--- config.mk ---
export PLATFORM = sky130hd
export DESIGN_NAME = transmitter_flat
export DESIGN_NICKNAME = d
export VERILOG_FILES = /design/src/rtl/transmitter_pkg.sv /design/src/rtl/transmitter_if.sv /design/src/rtl/transmitter_lfsr_gen.sv /design/src/rtl/transmitter.sv /design/src/flat_wrapper.sv
export SDC_FILE = /design/constraint.sdc
export NUM_CORES = 1
export LEC_CHECK = 0
export CAP_MARGIN = 20
export CORE_UTILIZATION = 50
export CTS_CLUSTER_SIZE = 20
export DETAILED_ROUTE_END_ITERATION = 10
export HOLD_SLACK_MARGIN = 0.15
export PLACE_DENSITY_LB_ADDON = 0.15
export SYNTH_ARGS = -nofsm -noshare
export SYNTH_HDL_FRONTEND = slang
export SYNTH_SLANG_ARGS = --single-unit
--- constraint.sdc ---
create_clock -name sys_clk -period 2.3 [get_ports sys_clk]
set_input_delay 0.345 -clock sys_clk [delete_from_list [all_inputs] [get_ports sys_clk]]
set_output_delay 0.345 -clock sys_clk [all_outputs]
set_load 0.05 [all_outputs]
--- src/rtl/transmitter_pkg.sv ---
// Shared constants, sample type and arithmetic helpers for the QPSK transmitter.
package transmitter_pkg;

    localparam int DATA_W      = 7;
    localparam int DATA_TAP_A  = 6;
    localparam int DATA_TAP_B  = 5;
    localparam int NOISE_W     = 15;
    localparam int NOISE_TAP_A = 14;
    localparam int NOISE_TAP_B = 13;

    typedef logic signed [3:0] qpsk_level_t;

    // Clamp a 5-bit sum into the 4-bit channel range [-8,+7].
    function automatic qpsk_level_t sat4(input logic signed [4:0] v);
        if (v > 5'sd7) begin
            return 4'sd7;
        end
        if (v < -5'sd8) begin
            return -4'sd8;
        end
        return v[3:0];
    endfunction

    // 2-bit noise field to impairment: 01 -> +1, 10 -> -1, 00/11 -> 0.
    function automatic qpsk_level_t noise_map(input logic [1:0] f);
        case (f)
            2'b01:   return 4'sd1;
            2'b10:   return -4'sd1;
            default: return 4'sd0;
        endcase
    endfunction

endpackage

--- src/rtl/transmitter_if.sv ---
// Control inputs and channel sample outputs of the transmitter.
interface transmitter_if;
    import transmitter_pkg::*;

    logic        has_error;
    logic        IsTransmit;
    qpsk_level_t channel_outI;
    qpsk_level_t channel_outQ;

    // master: the transmitter sourcing the channel; slave: whoever drives/consumes it.
    modport master (input has_error, input IsTransmit,
                    output channel_outI, output channel_outQ);
    modport slave  (output has_error, output IsTransmit,
                    input channel_outI, input channel_outQ);
endinterface

--- src/rtl/transmitter_lfsr_gen.sv ---
// Fibonacci LFSR, shift-left form {s[W-2:0], s[TAP_A]^s[TAP_B]}, optionally two steps per enable.
// Latency: state updates on the enabled edge; no backpressure beyond the enable.
// Exposes only the low OUT_W bits, which is all the consumers need.
module lfsr_gen #(
    parameter int               WIDTH = 7,
    parameter int               TAP_A = 6,
    parameter int               TAP_B = 5,
    parameter logic [WIDTH-1:0] SEED  = {WIDTH{1'b1}},
    parameter bit               STEP2 = 1'b0,
    parameter int               OUT_W = 2
) (
    input  logic             clk,
    input  logic             rst_n,
    input  logic             en,
    output logic [OUT_W-1:0] low_bits
);

    logic [WIDTH-1:0] state;
    logic [WIDTH-1:0] state_nxt;

    function automatic logic [WIDTH-1:0] step(input logic [WIDTH-1:0] s);
        return {s[WIDTH-2:0], s[TAP_A] ^ s[TAP_B]};
    endfunction

    always_comb begin
        state_nxt = step(state);
        if (STEP2) begin
            state_nxt = step(step(state));
        end
    end

    always_ff @(posedge clk or negedge rst_n) begin
        if (!rst_n) begin
            state <= SEED;
        end else if (en) begin
            state <= state_nxt;
        end
    end

    assign low_bits = state[OUT_W-1:0];

endmodule

--- src/rtl/transmitter.sv ---
// QPSK baseband source: PRBS7 bits -> +/-AMP I/Q symbols held SYM_DIV clocks, optional +/-1 impairment.
// Latency: symbol loads on the counter==0 edge and reaches channel_outI/Q one edge later.
// Backpressure: IsTransmit=0 freezes counter, data LFSR and symbol; outputs read 0 while paused.
module transmitter
    import transmitter_pkg::*;
#(
    parameter int         SYM_DIV    = 4,
    parameter int         AMP        = 3,
    parameter logic [6:0] PRBS_SEED  = 7'h7F,
    parameter logic [14:0] NOISE_SEED = 15'h0001
) (
    input  logic          sys_clk,
    input  logic          reset,
    transmitter_if.master tx
);

    localparam int          CNT_W   = $clog2(SYM_DIV);
    localparam qpsk_level_t LVL_POS = 4'(AMP);
    localparam qpsk_level_t LVL_NEG = 4'(-AMP);

    logic [CNT_W-1:0] sym_cnt;
    logic             sym_load;
    logic             sym_last;
    logic [1:0]       data_bits;
    logic [3:0]       noise_bits;
    qpsk_level_t      sym_i;
    qpsk_level_t      sym_q;
    qpsk_level_t      noise_i;
    qpsk_level_t      noise_q;
    logic signed [4:0] sum_i;
    logic signed [4:0] sum_q;

    assign sym_load = tx.IsTransmit && (sym_cnt == '0);
    assign sym_last = (sym_cnt == CNT_W'(SYM_DIV - 1));

    // Two data bits are consumed per symbol, so the data LFSR steps twice per load.
    lfsr_gen #(
        .WIDTH (DATA_W),
        .TAP_A (DATA_TAP_A),
        .TAP_B (DATA_TAP_B),
        .SEED  (PRBS_SEED),
        .STEP2 (1'b1),
        .OUT_W (2)
    ) u_data_lfsr (
        .clk      (sys_clk),
        .rst_n    (reset),
        .en       (sym_load),
        .low_bits (data_bits)
    );

    // Noise runs freely so the impairment pattern is independent of pausing.
    lfsr_gen #(
        .WIDTH (NOISE_W),
        .TAP_A (NOISE_TAP_A),
        .TAP_B (NOISE_TAP_B),
        .SEED  (NOISE_SEED),
        .STEP2 (1'b0),
        .OUT_W (4)
    ) u_noise_lfsr (
        .clk      (sys_clk),
        .rst_n    (reset),
        .en       (1'b1),
        .low_bits (noise_bits)
    );

    always_ff @(posedge sys_clk or negedge reset) begin
        if (!reset) begin
            sym_cnt <= '0;
        end else if (tx.IsTransmit) begin
            sym_cnt <= sym_last ? '0 : sym_cnt + 1'b1;
        end
    end

    always_ff @(posedge sys_clk or negedge reset) begin
        if (!reset) begin
            sym_i <= '0;
            sym_q <= '0;
        end else if (sym_load) begin
            sym_i <= data_bits[1] ? LVL_NEG : LVL_POS;
            sym_q <= data_bits[0] ? LVL_NEG : LVL_POS;
        end
    end

    always_comb begin
        noise_i = '0;
        noise_q = '0;
        if (tx.has_error) begin
            noise_i = noise_map(noise_bits[1:0]);
            noise_q = noise_map(noise_bits[3:2]);
        end
        sum_i = {sym_i[3], sym_i} + {noise_i[3], noise_i};
        sum_q = {sym_q[3], sym_q} + {noise_q[3], noise_q};
    end

    always_ff @(posedge sys_clk or negedge reset) begin
        if (!reset) begin
            tx.channel_outI <= '0;
            tx.channel_outQ <= '0;
        end else if (tx.IsTransmit) begin
            tx.channel_outI <= sat4(sum_i);
            tx.channel_outQ <= sat4(sum_q);
        end else begin
            tx.channel_outI <= '0;
            tx.channel_outQ <= '0;
        end
    end

endmodule

--- src/flat_wrapper.sv ---
// flat-port wrapper written by rule: the top's interface ports become plain ports
module transmitter_flat import transmitter_pkg::*;
#(
    parameter int         SYM_DIV    = 4,
    parameter int         AMP        = 3,
    parameter logic [6:0] PRBS_SEED  = 7'h7F,
    parameter logic [14:0] NOISE_SEED = 15'h0001
)
  (sys_clk, reset, tx_has_error, tx_IsTransmit, tx_channel_outI, tx_channel_outQ);
  transmitter_if tx_i ();
  input  logic sys_clk;
  input  logic reset;
  input wire logic [$bits(tx_i.has_error)-1:0] tx_has_error;
  input wire logic [$bits(tx_i.IsTransmit)-1:0] tx_IsTransmit;
  output wire logic [$bits(tx_i.channel_outI)-1:0] tx_channel_outI;
  output wire logic [$bits(tx_i.channel_outQ)-1:0] tx_channel_outQ;
  assign tx_i.has_error = tx_has_error;
  assign tx_i.IsTransmit = tx_IsTransmit;
  assign tx_channel_outI = tx_i.channel_outI;
  assign tx_channel_outQ = tx_i.channel_outQ;
  transmitter #(.SYM_DIV(SYM_DIV), .AMP(AMP), .PRBS_SEED(PRBS_SEED), .NOISE_SEED(NOISE_SEED)) u_core (.sys_clk(sys_clk), .reset(reset), .tx(tx_i));
endmodule
# Yosys cells after proc, flatten, opt, wreduce, memory -nomap -nowiden
# Cells that the tools add are included.
# word_totals
out_inout_bits	8
wordCells	51
inputBits	4
reg_bits	40
# classes
reduce_logical	2
n_eq_ne	5
muxes	27
add_sub_neg	3
bitwise	3
order_cmp	4
# op_table
op	count
two-way mux 4 bit	14
case mux 4 bit (2 select lines)	2
adder 4 x 4 -> 5 bit	2
> comparator 5 x 4 -> 1 bit (second input constant)	2
less-than comparator 5 x 4 -> 1 bit (second input constant)	2
two-way mux 1 bit	10
equality test 2 bit (second input constant)	3
equality test 2 x 1 -> 1 bit (second input constant)	2
bitwise XOR 1 bit	3
adder 2 x 1 -> 2 bit (second input constant)	1
logical NOT 2 bit	1
two-way mux 2 bit	1
logical AND 1 bit	1

# Depth between registers and ports, before layout
# logic_depth
ltp_word	12
ltp_mapped	9
mapped_depth_nobuf	9

# Hierarchy
# Synthesis repeated with hierarchy kept, for this count alone.
# unflattened
hier_cells	154
hier_area_um2	1949.4
# by_module_without_submodules
mod	cells_each	n_inst	area_each_um2
transmitter	95	1	985.9
lfsr_gen (u_core.u_noise_lfsr)	38	1	643.1
lfsr_gen (u_core.u_data_lfsr)	21	1	320.3

# Worst setup path after synthesis
# OpenSTA, ideal clock, no wires.
# synth_timing
path_kind	register -> register
startpoint	reg u_core.u_noise_lfsr.state[0]
endpoint	reg u_core.tx.channel_outI[0]
n_path_buf	1
period_less_slack_ns	2.363
setup_time_ns	0.129
required_time_ns	2.171
arrival_time_ns	2.234
stages_incl_launch_ff	10
slack_ns	-0.063
cell_sequence	dfstp_2 -> inv_1 -> ha_1 -> nor2b_1 -> ha_1 -> fa_1 -> fa_1 -> clkbuf_2 -> o211ai_1 -> a31oi_1
# synth_via
elab_chain_len	11
elab_cells_between_ends	16
# synth_rtl
element	line	text
start, declared	transmitter_lfsr_gen.sv:18	logic [WIDTH-1:0] state;
start signal, assigned	transmitter_lfsr_gen.sv:36	state <= state_nxt;
equality test 2 bit or equality test 2 x 1 -> 1 bit (tied branches)	transmitter_pkg.sv:26	case (f)
case mux 4 bit (2 select lines) (*)	transmitter_pkg.sv:26	
two-way mux 4 bit (*)	transmitter.sv:87	if (tx.has_error) begin
adder 4 x 4 -> 5 bit (*)	transmitter.sv:91	sum_i = {sym_i[3], sym_i} + {noise_i[3], noise_i};
less-than comparator 5 x 4 -> 1 bit	transmitter_pkg.sv:18	if (v < -5'sd8) begin
two-way mux 1 bit (2 in a row)	transmitter_pkg.sv:18	
two-way mux 1 bit	transmitter.sv:99	end else if (tx.IsTransmit) begin
two-way mux 4 bit	transmitter_pkg.sv:21	return v[3:0];
two-way mux 4 bit (*)	transmitter_pkg.sv:18	
two-way mux 4 bit (*)	transmitter.sv:99	
end signal, assigned	transmitter.sv:100	tx.channel_outI <= sat4(sum_i);
end, declared	transmitter_if.sv:12	output channel_outI, output channel_outQ);
# Every way passes the cells marked *; elsewhere a longest branch is shown, timed or not. The select of a mux whose other input is x is not followed.
# A chain may end at the register's enable or synchronous reset.

# Final worst setup path
# layout_timing
startpoint	reg u_core.u_noise_lfsr.state[0]
endpoint	reg u_core.tx.channel_outI[2]
# The elaborated chain is that of the path after synthesis.

==> results.md <==
- Status: complete, but fails checks
- Violated checks: negative setup slack
- CTS tree: done
- Minimum clock period: 2.36 ns
- Synthesized area per cell: 12.5 um2
- GPL Wtd Cong: 0.822
- Setup Skew: about 0.0099 ns
- Startpoint Class: register
- Slew headroom: between 60% and 70%
- #FFs+latches synth: 37
- Finish-stage setup viols: 1
- Synthesis Warnings: 0
- Hold-critical path depth: 0
- Congestion Overflow GR: 0
- Slew Limit Fails: 0
- H-Tree Depth: 2
- Seq pwr share: ~55%
- Crit Path Class: reg -> reg
- NetSw: 398 uW
- Worst-Margin Slew: between 0.5 and 0.6 ns
- Final #Nets: between 150 and 200
- Clk sinks: 37
- First-pass iteration count of the detailed router: 4
- Hold worst-path end: u_core.u_noise_lfsr.state[11]$_DFF_PN0_
- Initial antenna violation count: 0
- Rows: 20
- Initial core utilization: around 53%
- Sequential-to-total area share from yosys stat: 56.7%
- Port Buf Inserts: 11
- Initial drt markers: 60
- Critical Path AT: 2.57 ns
- Worst-path cell chain: inv_2 -> ha_4 -> nor2b_2 -> ha_2 -> fa_2 -> fa_1 -> o211ai_1 -> a31oi_1
- Vias per cell: 5.06
- I/O pins: 12
- Setup TNS Final: -0.0561 ns
- Hpwl dp: 1.93 mm
- Final WL: 2.66 mm
- GRT Total Usage: 18.2%
- Hold_sp: u_core.u_noise_lfsr.state[10]$_DFF_PN0_
- Crit path launch: u_core.u_noise_lfsr.state[0]$_DFF_PN1_
- Synth Flop Type: dfrtp_1
- Global-route wire length before repair: 4.43 mm
- Yosys cell types: 30
- Vias: 1043
- Clk Latency, worst-skew pair: about 0.34 ns
- Post-Syn Nets: about 150
- Clock root buffer: clkbuf_4
- Die Area: 3540 um2
- Buffers plus inverters on the worst setup path: 1
- Vias in the first global route: 988
- R2r endpoint: u_core.tx.channel_outI[2]$_DFF_PN0_
- Layout cells sized above 1: 29.0%
- Reg2Reg Depth: 8
- Average routed wire per standard cell: 12.9 um
- Sw Ratio: 29.8%
- Clk pwr share: between 20% and 30%
- Slowest CP cell: dfstp_2
- CTS buffer count: 5
- Fmax: around 0.42 GHz
- Clock-pin slew on the worst setup and hold paths: ~0.11 ns
- Combinational Power Share: 18.8%
- Worst hold path class: reg -> reg
- Routed Antenna Nets: 0
- PwrDens: 671 nW/um2
- Final hold slack: about 0.36 ns
- Gate Count Post-Synth: between 100 and 150
- Detailed-route DRC error count: 0
- Ant. Diodes: 0
- Req. time, crit path: 2.51 ns
- Fin crit share: 102%
- P_int: 940 uW
- RSZ-0062 raised after global routing: true
- Crit end category: register
- Final Hold Violating Endpoints: 0
- CP peak stage delay: 0.55 ns
- Reg-to-reg startpoint: u_core.u_noise_lfsr.state[0]$_DFF_PN1_
- Die Wd: 59.5 um
- Post-synth EDFFs: 0
- Largest net degree at the start of global routing: 38
- P_leak: between 0.0009 and 0.001 uW
- Worst VDD drop: 0.494 mV
- Number of max-cap violations: 0
- Clock Tree Buf Depth: 2
- Worst-path maximum fanout: 3
- Mapped Area: between 1500 and 2000 um2
- Slack of the worst reg-to-reg path: -0.06 ns
- Syn-to-layout area delta: 20.7%
- Delay-heaviest family, CP: adder cells
- Ys async rst share: 100%
- Setup ws final: -0.0561 ns
- Die Ht: 59.5 um
- Core ar.: approximately 3100 um2
[Yosys cell counts (all sizes together), types with 2 or more instances]
master	n	share of area, %
dfrtp	29	44
nand2	19	4.5
ha	10	7.6
inv	9	2.0
o21ai	9	2.7
dfstp	8	13
a31oi	6	2.3
fa	6	7.3
nand3	5	1.5
nor2b	4	1.5
a32oi	3	1.6
buf	3	1.4
mux2	3	2.0
nand4	3	1.1
o211ai	3	1.4
a211oi	2	2.0
nor2	2	0.45
xnor2	2	1.1
[routing by layer]
metal  routed length, um  share of wire (%)  track usage, %  vias up
met5                   0                  0               0        -
met4                  38                1.4            7.14        0
met3                 127                4.8            7.21        5
met2                1200                 45            25.8       25
met1                1290                 48            24.9      503
li1                    -                  -               -      510
[worst reg2reg max path, cell delays in order, from the launching register on]
cell,delay (ns)
dfstp_2,0.55
inv_2,0.04
ha_4,0.25
nor2b_2,0.03
ha_2,0.18
fa_2,0.39
fa_1,0.48
o211ai_1,0.20
a31oi_1,0.11
[stage by stage]
step	utilization [%]	instance area, um2	cells	setup slack, ns	power, uW
after floorplan	-	1670	132	0.00737	921
after global placement	60.8	1890	195	-0.229	986
after detailed placement	60.8	1890	195	-0.328	996
after CTS	63.7	1980	204	-0.109	1350
after global routing	64.2	1990	206	-0.0895	1420
final	64.2	1990	206	-0.0561	1340
[cell families (layout without fill, tap and decap cells)]
logic type	after synthesis	in the layout	synth area share [%]
flops	37	37	56.7
simple gates	37	37	11.1
compound gates	23	23	9.92
fa+ha+maj	16	16	14.8
buf+inv	13	43	3.79
xor+xnor	3	3	1.59
mux	3	3	2.05
[power groups by stage]
stage          Sequential [uW]  Combinational (uW)  Clock (uW)
2_1_floorplan              778                 143           0
3_3_place_gp               742                 244           0
3_5_place_dp               743                 253           0
4_1_cts                    732                 255         366
5_1_grt                    739                 287         395
6_report                   731                 251         356
[layout by cell type, fill, tap and decap left out, drive strengths merged]
cell type	instances
a211oi	2
a31oi	6
a32oi	3
and3	1
and4b	1
buf	15
clkbuf	7
clkdlybuf4s50	11
clkinvlp	1
dfrtp	29
dfstp	8
fa	6
ha	10
inv	9
mux2	3
nand2	19
nand2b	1
nand3	5
nand4	3
nor2	2
nor2b	4
o211ai	3
o21ai	9
or3	1
xnor2	2
xor2	1
[worst max path at each step]
stage          slack (ns)  depth (start not counted)                                  end
6_report            -0.06                          8  u_core.tx.channel_outI[2]$_DFF_PN0_
3_5_place_dp        -0.33                          8  u_core.tx.channel_outQ[2]$_DFF_PN0_
2_1_floorplan       0.007                          9  u_core.tx.channel_outI[0]$_DFF_PN0_
4_1_cts             -0.11                          8  u_core.tx.channel_outI[2]$_DFF_PN0_
3_3_place_gp        -0.23                          8  u_core.tx.channel_outQ[2]$_DFF_PN0_
5_1_grt             -0.09                          8  u_core.tx.channel_outI[2]$_DFF_PN0_
[sequential cells by signal, indices dropped and copies added (netlist names)]
signal                     cells
u_core.sym_cnt                 2
u_core.sym_i                   3
u_core.sym_q                   2
u_core.tx.channel_outI         4
u_core.tx.channel_outQ         4
u_core.u_data_lfsr.state       7
u_core.u_noise_lfsr.state     15
[what timing repair did]
item,in CTS,in global routing
hold buffers,0,0
setup buffers,1,2
pin swaps,9,6
gates resized for setup,5,2
setup endpoints to repair,6,6
[layout make-up]
class                      count  area (um2)
fill                         261        1110
clock buffer                   7        55.1
tap                           44        55.1
timing repair buffer          26         223
sequential                    37         936
inverter                       9        33.8
multi-input combinational     82         683
clock inverter                 1        7.51
Note: power is estimated with default switching activity, not from simulation.
==> patch 1: new RTL, config.mk and constraints unchanged <==
The parameter `STEP2` goes from 1'b1 to 1'b0.
--- a/src/rtl/transmitter.sv
+++ b/src/rtl/transmitter.sv
@@ -39,7 +39,7 @@
         .TAP_A (DATA_TAP_A),
         .TAP_B (DATA_TAP_B),
         .SEED  (PRBS_SEED),
-        .STEP2 (1'b1),
+        .STEP2 (1'b0),
         .OUT_W (2)
     ) u_data_lfsr (
         .clk      (sys_clk),
Behaviour: not the same (Yosys sat finds a counterexample within 10 cycles, from zero or initial values and one cycle with reset low).
==> patch 1 against the unedited design <==
  * The flow still finishes with violations (negative setup slack)
  * Critical path depth is 2 higher
  * Cell area is 2.0% higher
  * Largest cell class unchanged
  * Worst setup slack gained 12 ps
  * Combinational power up 4%
  * Sequential cell count unchanged
  * Area after synthesis increased by 0.61%
  * Maximum frequency increased by 0.52%
  * Sequential power about the same
  * Power grew 1.8%
  * Routed wire length grew 4.1%
  * Non-clock buffer count grew 1
  * Highest routed layer unchanged
==> patch 1: results (changes against the unedited design) <==
Setup WS post-layout=-44.0 ps (+12.2 ps); met2 wire length=1280 um (+6.5%); setup_tns=-115 ps (-58.7 ps); Worst R2R Path Depth=10 (+2); PortBufs=11 (unchanged); H-tree levels=2 (unchanged); Top delay family on crit path=adder cells; Post-Route WL=2770 um (+4.1%); Compound-Gate Fraction of Synth Area=11.4% (+1.4 points); largest cells by area after synthesis=dfrtp_1, dfstp_2, ha_1, fa_1, mux2_2; failing checks=negative setup slack; final net count=176 (-2.8%); number of fill cells in the layout=265 (+1.5%); met3 WL=115 um (-9.4%); Synth Area in Adders=14.8% (-0.089 points); GRT Overall Usage=19.1% (+0.95 points); Worst Hold Class=flop to flop; post-synthesis sequential area ratio=56.3% (-0.34 points); slowest stage cell, crit path=dfstp_2; clock skew=3.75 ps (-6.15 ps); Worst IR Drop VDD=0.492 mV (-0.47%); largest registers=u_core.u_noise_lfsr.state x15, u_core.u_data_lfsr.state x7; highest metal used=met4; CP arrival=2590 ps (+20 ps); met1 WL=1260 um (-2.0%); Clk pin slew, worst setup/hold paths=110 ps (about the same); number of global-route vias before repair=1080 (+9.3%); layout cells sized above 1=34.4% (+5.4 points); Setup crit end=u_core.tx.channel_outI[0]; Slew @ Worst Pin=510 ps (-5.36 ps); Skew-Pair Late Insertion Delay=360 ps (+20 ps); pre-CTS setup slack=-317 ps (+11.4 ps); CP Max Fanout=6 (+3); Syn Nets=146 (-3.9%); Final Setup Violations=3 (+2); post-synthesis xor/xnor area fraction=1.05% (-0.54 points); mux share of post-synthesis cell area=2.71% (+0.67 points); Synth top cells by count=dfrtp_1, ha_1, nand2_1; P_leak=0.983 nW (+4.2%); DP HPWL=1850 um (-3.8%); DR vias=1023 (-1.9%); status=finished with violations; gpl congestion=0.792 (-3.6%); 1st-iter DRT viols=54 (-10%); first-pass GRT wire length=4800 um (+8.4%); initial antenna violation count=0 (unchanged); post-synthesis cell type count=31 (+3.3%)
## patch 1: changes by cell type in the layout (fill, tap and decap cells not counted), moves of 2 or more
cell     change
buf_6        +2
nand2_1     -10
and3_1       +2
o21ai_1      -3
a21o_1       +4
nand3_1      -2
## patch 1: kinds of logic after synthesis
family / count (synthesis)
flops: 37
simple gates: 28
compound gates: 26
fa+ha+maj: 16
buf+inv: 13
mux: 4
xor+xnor: 2
## patch 1: worst min-delay path by stage
stage                             startpoint                       endpoint  slack [ps]
6_report       u_core.u_noise_lfsr.state[11]  u_core.u_noise_lfsr.state[12]         360
5_1_grt         u_core.u_noise_lfsr.state[9]  u_core.u_noise_lfsr.state[10]         370
4_1_cts        u_core.u_noise_lfsr.state[11]  u_core.u_noise_lfsr.state[12]         350
3_5_place_dp    u_core.u_noise_lfsr.state[9]  u_core.u_noise_lfsr.state[10]         330
3_3_place_gp   u_core.u_noise_lfsr.state[12]  u_core.u_noise_lfsr.state[13]         340
2_1_floorplan                          reset              u_core.sym_cnt[0]          50
## patch 1: cell type report
type	instances	area [sq um]	share of cell area [%]
Sequential cell	37	936	46.0
Inverter	9	36.3	1.78
Multi-Input combinational cell	76	706	34.7
Clock buffer	7	55.1	2.71
Clock inverter	1	7.51	0.369
Tap cell	44	55.1	2.71
Timing Repair Buffer	27	238	11.7
## patch 1: repair_timing
item / CTS / global route
cloned: 0 / 0
resized for setup: 7 / 8
pin swaps: 7 / 7
setup buffers: 4 / 1
hold endpoints to repair: 0 / 0
endpoints found under the setup margin: 6 / 7
## patch 1: routing by layer
metal	global-route usage [%]	vias up
li1	-	497
met1	24.2	492
met2	29.4	25
met3	4.59	9
met4	12.0	0
met5	0	-
## patch 1: stage by stage
step           area, sq um  cells
3_3_place_gp          1880    188
3_5_place_dp          1880    188
4_1_cts               2000    200
6_report              2030    201
2_1_floorplan         1680    126
5_1_grt               2030    201
## patch 1: where the power goes
| group | switching [mW] | total [mW] | internal, mW |
|---|---|---|---|
| clock network | 0.220 | 0.370 | 0.150 |
| logic | 0.160 | 0.260 | 0.0998 |
| registers | 0.0365 | 0.733 | 0.696 |
==> patch 2: new RTL, config.mk and constraints unchanged <==
Made on the original files. Make the reset (`reset` and `rst_n`) synchronous in 4 clocked blocks.
--- a/src/rtl/transmitter_lfsr_gen.sv
+++ b/src/rtl/transmitter_lfsr_gen.sv
@@ -29,7 +29,7 @@
         end
     end
 
-    always_ff @(posedge clk or negedge rst_n) begin
+    always_ff @(posedge clk) begin
         if (!rst_n) begin
             state <= SEED;
         end else if (en) begin
--- a/src/rtl/transmitter.sv
+++ b/src/rtl/transmitter.sv
@@ -63,7 +63,7 @@
         .low_bits (noise_bits)
     );
 
-    always_ff @(posedge sys_clk or negedge reset) begin
+    always_ff @(posedge sys_clk) begin
         if (!reset) begin
             sym_cnt <= '0;
         end else if (tx.IsTransmit) begin
@@ -71,7 +71,7 @@
         end
     end
 
-    always_ff @(posedge sys_clk or negedge reset) begin
+    always_ff @(posedge sys_clk) begin
         if (!reset) begin
             sym_i <= '0;
             sym_q <= '0;
@@ -92,7 +92,7 @@
         sum_q = {sym_q[3], sym_q} + {noise_q[3], noise_q};
     end
 
-    always_ff @(posedge sys_clk or negedge reset) begin
+    always_ff @(posedge sys_clk) begin
         if (!reset) begin
             tx.channel_outI <= '0;
             tx.channel_outQ <= '0;
Formal check against the unedited RTL: differs if reset is asserted again (counterexample within 4 cycles, from zero or initial values and one cycle with reset low); with reset held inactive, the same outputs for 10 cycles.
==> patch 2 against the unedited design <==
  * Sequential cell count did not move
  * Non-clock buffer count fell by 6
  * Final cell count rose by 9.2%
  * Global-route usage rose by 0.45 points
  * Routed wire length rose by 1.8%
  * Hold slack improved by 87 ps
  * Cell area fell by 3.5%
  * Area after synthesis fell by 2.3%
  * Die area fell by 2.2%
  * Maximum frequency rose by 4.9%
  * Worst setup slack improved by 110 ps
  * Power rose by 7.2%
  * Critical endpoint is now u_core.tx.channel_outQ[2]
  * Largest power group unchanged
==> patch 2: results (changes against the unedited design) <==
status=finished clean; clkbuf count=5 (-2); crit-path max cell delay=370 ps (-180 ps); area of the multi-input gates=835 sq um (+22%); number of vias per cell=5.12 (+1.2%); number of fill cells in the layout=234 (-10%); hold_sp=u_core.u_noise_lfsr.state[11]; pre-CTS setup slack=-376 ps (-47.6 ps); register area=743 sq um (-21%); Post-Place Cells=217 (+11%); WL/cell=12.0 um (-6.8%); Synth top cells by count=dfxtp_1, nand2_1, and2_1; clock skew=10.7 ps (+0.850 ps); M1 GR Usage=21.1% (-3.8 points); GRT Overall Usage=18.6% (+0.45 points); layout cells sized above 1=18.2% (-11 points); DR vias=1153 (+11%); Mapped Avg Cell Area=10.2 sq um (-19%); # resized after CTS=3 (-2); Max-slew headroom=66.9% (+1.4 points); met3 usage=7.47% (+0.27 points); DP HPWL=1960 um (+1.9%); gpl congestion=0.790 (-4.0%); portion of the layout cell area used by clock cells=4.36% (+1.2 points); multi-input gates=108 (+32%); top cell category=multi-input gates; CP Max Fanout=7 (+4); final design instance area without fill=1920 sq um (-3.5%); largest net degree at the start of global routing=16 (-58%); Worst IR Drop VDD=0.515 mV (+4.2%); Syn Nets=179 (+18%); largest cells by area after synthesis=dfxtp_1, ha_1, fa_1, and2_1, nand2_1; met2 wire length=1380 um (+15%); met2 usage=30.5% (+4.7 points); max frequency=445 MHz (+4.9%); post-CTS setup buffer count=0 (-1); reg2reg start=u_core.u_noise_lfsr.state[2]
-- patch 2: logic make-up (layout without fill, tap and decap cells) --
logic type	count (synthesis)	count (layout)	share of synthesized area, %
and+or+nand+nor	61	61	19.4
DFF	37	37	45.9
AOI/OAI and AO/OA	26	26	12.3
adders and majority gates	16	16	15.2
buffers and inverters	14	36	4.34
xor gates and xnor gates	3	3	1.63
muxes	2	2	1.24
-- patch 2: report_power, final --
group          internal, mW  total (mW)  switching, mW
Sequential            0.681       0.708         0.0271
Clock                 0.230       0.458          0.228
Combinational         0.115       0.267          0.152
-- patch 2: final timing paths --
path	to	cells past startpoint
setup reg to reg	u_core.tx.channel_outQ[2]	9
setup / recovery	u_core.tx.channel_outQ[2]	9
hold reg to reg	u_core.u_noise_lfsr.state[12]	1
hold / removal	u_core.u_noise_lfsr.state[12]	1
